**src/rtl/simple_reg_pkg.sv**
```systemverilog
// Shared types and helpers for the serial register read-back path.
package simple_reg_pkg;

  typedef enum logic [1:0] {
    StIdle  = 2'd0,
    StFetch = 2'd1,
    StShift = 2'd2
  } state_e;

  localparam int unsigned DefDataW = 8;
  localparam int unsigned DefAddrW = 4;

  function automatic int unsigned clog2(input int unsigned value);
    int unsigned res;
    int unsigned rem;
    res = 0;
    rem = value - 1;
    while (rem > 0) begin
      res = res + 1;
      rem = rem >> 1;
    end
    return res;
  endfunction

endpackage

```
**src/rtl/simple_reg_reader_if.sv**
```systemverilog
// Request, bank read port and serial output bundle of the register reader.
interface simple_reg_reader_if #(
  parameter int unsigned DATA_W = simple_reg_pkg::DefDataW,
  parameter int unsigned ADDR_W = simple_reg_pkg::DefAddrW
);

  logic              rd_req;
  logic [ADDR_W-1:0] rd_addr;
  logic              rd_busy;
  logic              rd_drop;
  logic [ADDR_W-1:0] bank_addr;
  logic [DATA_W-1:0] bank_rdata;
  logic              dout;
  logic              dout_valid;
  logic              dout_last;
  logic              dout_ready;

  modport master (
    output rd_req, rd_addr, bank_rdata, dout_ready,
    input  rd_busy, rd_drop, bank_addr, dout, dout_valid, dout_last
  );

  modport slave (
    input  rd_req, rd_addr, bank_rdata, dout_ready,
    output rd_busy, rd_drop, bank_addr, dout, dout_valid, dout_last
  );

endinterface

```
**src/rtl/simple_reg_piso.sv**
```systemverilog
// Parallel-load shift register with a down-counter flagging the final bit.
module simple_reg_piso
  import simple_reg_pkg::*;
#(
  parameter int unsigned DATA_W    = DefDataW,
  parameter bit          MSB_FIRST = 1'b1
) (
  input  logic              clk,
  input  logic              reset_l,
  input  logic              i_load,
  input  logic              i_shift_en,
  input  logic [DATA_W-1:0] i_data,
  output logic              o_bit,
  output logic              o_last
);

  localparam int unsigned CntW = clog2(DATA_W);

  logic [DATA_W-1:0] r_shreg;
  logic [CntW-1:0]   r_cnt;

  // The final bit is never shifted away, so the count cannot wrap below zero.
  always_ff @(posedge clk or negedge reset_l) begin
    if (!reset_l) begin
      r_shreg <= '0;
      r_cnt   <= '0;
    end else if (i_load) begin
      r_shreg <= i_data;
      r_cnt   <= CntW'(DATA_W - 1);
    end else if (i_shift_en && (r_cnt != '0)) begin
      if (MSB_FIRST) begin
        r_shreg <= {r_shreg[DATA_W-2:0], 1'b0};
      end else begin
        r_shreg <= {1'b0, r_shreg[DATA_W-1:1]};
      end
      r_cnt <= r_cnt - CntW'(1);
    end
  end

  assign o_bit  = MSB_FIRST ? r_shreg[DATA_W-1] : r_shreg[0];
  assign o_last = (r_cnt == '0);

endmodule

```
**src/rtl/simple_reg_reader.sv**
```systemverilog
// Fetches one bank register on request and streams it out serially with
// a valid/ready handshake.
module simple_reg_reader
  import simple_reg_pkg::*;
#(
  parameter int unsigned DATA_W    = DefDataW,
  parameter int unsigned ADDR_W    = DefAddrW,
  parameter bit          MSB_FIRST = 1'b1
) (
  input logic               clk,
  input logic               reset_l,
  simple_reg_reader_if.slave bus
);

  state_e            r_state;
  logic              r_busy;
  logic              r_drop;
  logic              r_valid;
  logic [ADDR_W-1:0] r_bank_addr;

  logic w_load;
  logic w_shift_en;
  logic w_bit;
  logic w_last;

  assign w_load     = (r_state == StFetch);
  assign w_shift_en = r_valid & bus.dout_ready;

  simple_reg_piso #(
    .DATA_W    (DATA_W),
    .MSB_FIRST (MSB_FIRST)
  ) u_piso (
    .clk        (clk),
    .reset_l    (reset_l),
    .i_load     (w_load),
    .i_shift_en (w_shift_en),
    .i_data     (bus.bank_rdata),
    .o_bit      (w_bit),
    .o_last     (w_last)
  );

  always_ff @(posedge clk or negedge reset_l) begin
    if (!reset_l) begin
      r_state     <= StIdle;
      r_busy      <= 1'b0;
      r_drop      <= 1'b0;
      r_valid     <= 1'b0;
      r_bank_addr <= '0;
    end else begin
      r_drop <= bus.rd_req && (r_state != StIdle);
      case (r_state)
        StIdle: begin
          if (bus.rd_req) begin
            r_bank_addr <= bus.rd_addr;
            r_busy      <= 1'b1;
            r_state     <= StFetch;
          end
        end
        StFetch: begin
          r_valid <= 1'b1;
          r_state <= StShift;
        end
        StShift: begin
          if (bus.dout_ready && w_last) begin
            r_valid <= 1'b0;
            r_busy  <= 1'b0;
            r_state <= StIdle;
          end
        end
        default: begin
          r_valid <= 1'b0;
          r_busy  <= 1'b0;
          r_state <= StIdle;
        end
      endcase
    end
  end

  // Gating keeps dout low outside a word; both terms are registers.
  assign bus.dout       = r_valid & w_bit;
  assign bus.dout_last  = r_valid & w_last;
  assign bus.dout_valid = r_valid;
  assign bus.rd_busy    = r_busy;
  assign bus.rd_drop    = r_drop;
  assign bus.bank_addr  = r_bank_addr;

endmodule

```
**src/flat_wrapper.sv**
```systemverilog
// flat-port wrapper written by rule: the top's interface ports become plain ports
module simple_reg_reader_flat import simple_reg_pkg::*;
#(
  parameter int unsigned DATA_W    = DefDataW,
  parameter int unsigned ADDR_W    = DefAddrW,
  parameter bit          MSB_FIRST = 1'b1
)
  (clk, reset_l, bus_rd_req, bus_rd_addr, bus_bank_rdata, bus_dout_ready, bus_rd_busy, bus_rd_drop, bus_bank_addr, bus_dout, bus_dout_valid, bus_dout_last);
  simple_reg_reader_if #(.DATA_W(DATA_W), .ADDR_W(ADDR_W)) bus_i ();
  input logic clk;
  input logic reset_l;
  input wire logic [$bits(bus_i.rd_req)-1:0] bus_rd_req;
  input wire logic [$bits(bus_i.rd_addr)-1:0] bus_rd_addr;
  input wire logic [$bits(bus_i.bank_rdata)-1:0] bus_bank_rdata;
  input wire logic [$bits(bus_i.dout_ready)-1:0] bus_dout_ready;
  output wire logic [$bits(bus_i.rd_busy)-1:0] bus_rd_busy;
  output wire logic [$bits(bus_i.rd_drop)-1:0] bus_rd_drop;
  output wire logic [$bits(bus_i.bank_addr)-1:0] bus_bank_addr;
  output wire logic [$bits(bus_i.dout)-1:0] bus_dout;
  output wire logic [$bits(bus_i.dout_valid)-1:0] bus_dout_valid;
  output wire logic [$bits(bus_i.dout_last)-1:0] bus_dout_last;
  assign bus_i.rd_req = bus_rd_req;
  assign bus_i.rd_addr = bus_rd_addr;
  assign bus_i.bank_rdata = bus_bank_rdata;
  assign bus_i.dout_ready = bus_dout_ready;
  assign bus_rd_busy = bus_i.rd_busy;
  assign bus_rd_drop = bus_i.rd_drop;
  assign bus_bank_addr = bus_i.bank_addr;
  assign bus_dout = bus_i.dout;
  assign bus_dout_valid = bus_i.dout_valid;
  assign bus_dout_last = bus_i.dout_last;
  simple_reg_reader #(.DATA_W(DATA_W), .ADDR_W(ADDR_W), .MSB_FIRST(MSB_FIRST)) u_core (.clk(clk), .reset_l(reset_l), .bus(bus_i));
endmodule
```
**config.mk**
```make
export PLATFORM = sky130hd
export DESIGN_NAME = simple_reg_reader_flat
export DESIGN_NICKNAME = d
export VERILOG_FILES = /design/src/rtl/simple_reg_pkg.sv /design/src/rtl/simple_reg_reader_if.sv /design/src/rtl/simple_reg_piso.sv /design/src/rtl/simple_reg_reader.sv /design/src/flat_wrapper.sv
export SDC_FILE = /design/constraint.sdc
export NUM_CORES = 1
export LEC_CHECK = 0
export ABC_AREA = 1
export ABC_CLOCK_PERIOD_IN_PS = 3550
export BUFFER_PORTS_ARGS = -buffer_cell sky130_fd_sc_hd__buf_2
export CAP_MARGIN = 20
export CORE_MARGIN = 10
export CORE_UTILIZATION = 54
export CTS_CLUSTER_DIAMETER = 50
export CTS_CLUSTER_SIZE = 25
export DETAILED_ROUTE_END_ITERATION = 10
export MAX_ROUTING_LAYER = met4
export PLACE_DENSITY_LB_ADDON = 0.12
export SYNTH_ARGS = -nofsm -noshare
export SYNTH_HDL_FRONTEND = slang
export SYNTH_SLANG_ARGS = --single-unit
export TNS_END_PERCENT = 5
```
**constraint.sdc**
```tcl
create_clock -name clk -period 3.55 [get_ports clk]
set_input_delay 0.1775 -clock clk [delete_from_list [all_inputs] [get_ports clk]]
set_output_delay 0.1775 -clock clk [all_outputs]
set_load 0.01 [all_outputs]
```
==> flow_summary.ini <==
[status]
status = completed

[detailed_routing]
drc = 0
drt_iter0_drc = 19
ant_nets = 0
routedWlPerCell_um = 11.1
routed_via_density = 4.69
vias = 826
routed_wl_um = 1950
drt-pass1-iter-count = 4

[clock_network]
cts.sinks = 20
clock_latency_ps = 290
numCtsBuffers = 3
post_cts_buffers = 0
htree_num_levels = 1
clk_path_buf_depth = 2
root_buffer = clkbuf_4
clkTransAtPathRegs_ps = 110
cts_tree = built

[grt]
grt_pass1_vias = 785
antenna_found_initial = 0
grt-ovfl-total = 0
grt_max_degree = 24
grt_pass1_wl_um = 3400
track_usage_pct = 10.5

[logic_synthesis]
synth_cell_types = 15
synth_seq_cells = 20
avgSynthCellArea_sq_um = 7.70
yosys_warnings = 0
syn-num-nets = 144
seq_area_frac_synth_pct = 51.6
syn_inst = 126
netlist_area_sq_um = 970

[timing]
period_share_pct = 44.7
relSlewSlack_pct = 69.0
worst_pin_slew_ps = 464
final.setup_skew_ps = 2.93
finalMaxSlewViolations = 0
setup_viol = 0
fin_crit_ps = 1590
rsz0062_at_grt = no
fin_tns_setup_ps = 0
timing.final.ws_setup_ps = 1960
fmax_mhz = 630
hold_violations = 0

[worst_setup_path]
critPathMaxStageDelay_ps = 350
path_class = reg2reg
crit_chain = inv_1, ha_1, nand2_2, nand3_1, nand2_2, nand2_1, nand2_1
cp_max_fo = 12
setup.worst_path.end_class = flop
startpoint_type = flop
arrival_ps = 1820
cp.required_ps = 3780
cp_slowest_cell = dfrtp_1

[floorplanning]
die_h_um = 62.4
rows = 15
core_sq_um = 1710
start_util_pct = 56.8
die_area_sq_um = 3890
pin_count = 25
die_w_um = 62.4

[layout]
nFillCells = 157
fin_util_pct = 66.2
antenna-diode-count = 0
multi_input_area_sq_um = 408
drive_gt1_share_pct = 23.2
regArea_sq_um = 500
nNetsFinal = 171
syn2layout_area_growth_pct = 16.5

[power]
ir_worst_vdd_uv = 405
cellPowerDensity_nw_per_um2 = 782
power.leakage_nw = 0.687

[placement]
finalWeightedCongestion = 0.762
dpl.hpwl_um = 1430
pre_cts_ws_ps = 1980
portBuffers = 24

[worst_hold_path]
hold_path_class = in2reg

[run]
maxCapViolCount = 0
==> cell families after synthesis <==
group,Yosys count,synth area share (%)
AND/OR/NAND/NOR,90,39.0
flip-flops,20,51.6
AO/OA/AOI/OAI,1,0.516
buffers and inverters,13,6.32
adder cells (fa/ha/maj),2,2.58
==> final cells by class <==
cell class	count	share of cell area, %
Timing Repair Buffer	25	11.5
Inverter	10	3.32
Sequential cell	20	44.3
Tap cell	25	2.77
Multi-Input combinational cell	93	36.1
Clock buffer	3	1.99
==> layout by cell type (no fill, tap or decap) <==
cell type,n
buf_2,24
clkbuf_4,3
dfrtp_1,20
dlygate4sd3_1,1
ha_1,2
inv_1,6
inv_2,4
nand2_1,67
nand2_2,2
nand2_4,1
nand3_1,14
nand4_1,1
nor2_1,4
nor2_4,1
o21ai_0,1
==> cell usage after synthesis (all sizes together) <==
cell	number	area (sq um)
nand2	70	275
dfrtp	20	500
nand3	14	70.1
inv	10	37.5
nor2	5	26.3
buf	3	23.8
ha	2	25.0
nand4	1	6.26
o21ai	1	5.00
==> flip-flops by register name, indices dropped and copies added (netlist names) <==
register and count:
u_core.bus.rd_drop 1, u_core.r_state 2, u_core.bus.bank_addr 4, u_core.bus.rd_busy 1
u_core.u_piso.r_cnt 3, u_core.bus.dout_valid 1, u_core.u_piso.r_shreg 8
==> per-stage QoR <==
stage	power [mW]	hold WS (ps)	area, sq um	std cells
global placement	0.776	145	1100	172
global route	0.979	68.2	1130	176
finish	0.884	73.1	1130	176
CTS	0.895	73.0	1130	176
detailed placement	0.790	151	1100	172
floorplan	0.686	-118	970	126
==> worst paths after layout <==
| kind | startpoint | to | slack [ps] | cells past startpoint |
|---|---|---|---|---|
| min | bus_rd_addr[0] | u_core.bus.bank_addr[0] | 70 | 3 |
| max | u_core.u_piso.r_cnt[0] | u_core.u_piso.r_shreg[1] | 1960 | 7 |
| max reg2reg | u_core.u_piso.r_cnt[0] | u_core.u_piso.r_shreg[1] | 1960 | 7 |
| min reg2reg | u_core.bus.bank_addr[2] | u_core.bus.bank_addr[2] | 490 | 2 |
| min in group asynchronous | reset_l | u_core.bus.rd_drop | 350 | 2 |
| max in group asynchronous | reset_l | u_core.u_piso.r_shreg[1] | 2890 | 2 |
==> routing by layer <==
layer | vias to the layer above | wire length, um | global-route usage (%)
met5 | - | 0 | -
met4 | 0 | 25 | 2.51
met3 | 4 | 103 | 3.41
met2 | 25 | 840 | 16.4
met1 | 361 | 979 | 12.8
li1 | 436 | - | -
==> what timing repair did <==
| item | CTS | global route |
|---|---|---|
| endpoints found under the hold margin | 20 | 0 |
| hold buffers | 1 | 0 |
| gates resized for setup | 0 | 0 |
==> power by group <==
group / internal (mW) / total, mW / switching (mW)
combinational: 0.148 / 0.392 / 0.244
sequential: 0.323 / 0.387 / 0.0644
clock: 0.0394 / 0.104 / 0.0648
==> worst max-delay path: cells and delay by family, from the launching register on <==
family	cells	cell delay (ps)
buf+inv	1	70
flops	1	350
fa+ha+maj	1	220
simple gates	5	890
(Power assumes the default switching activity.)
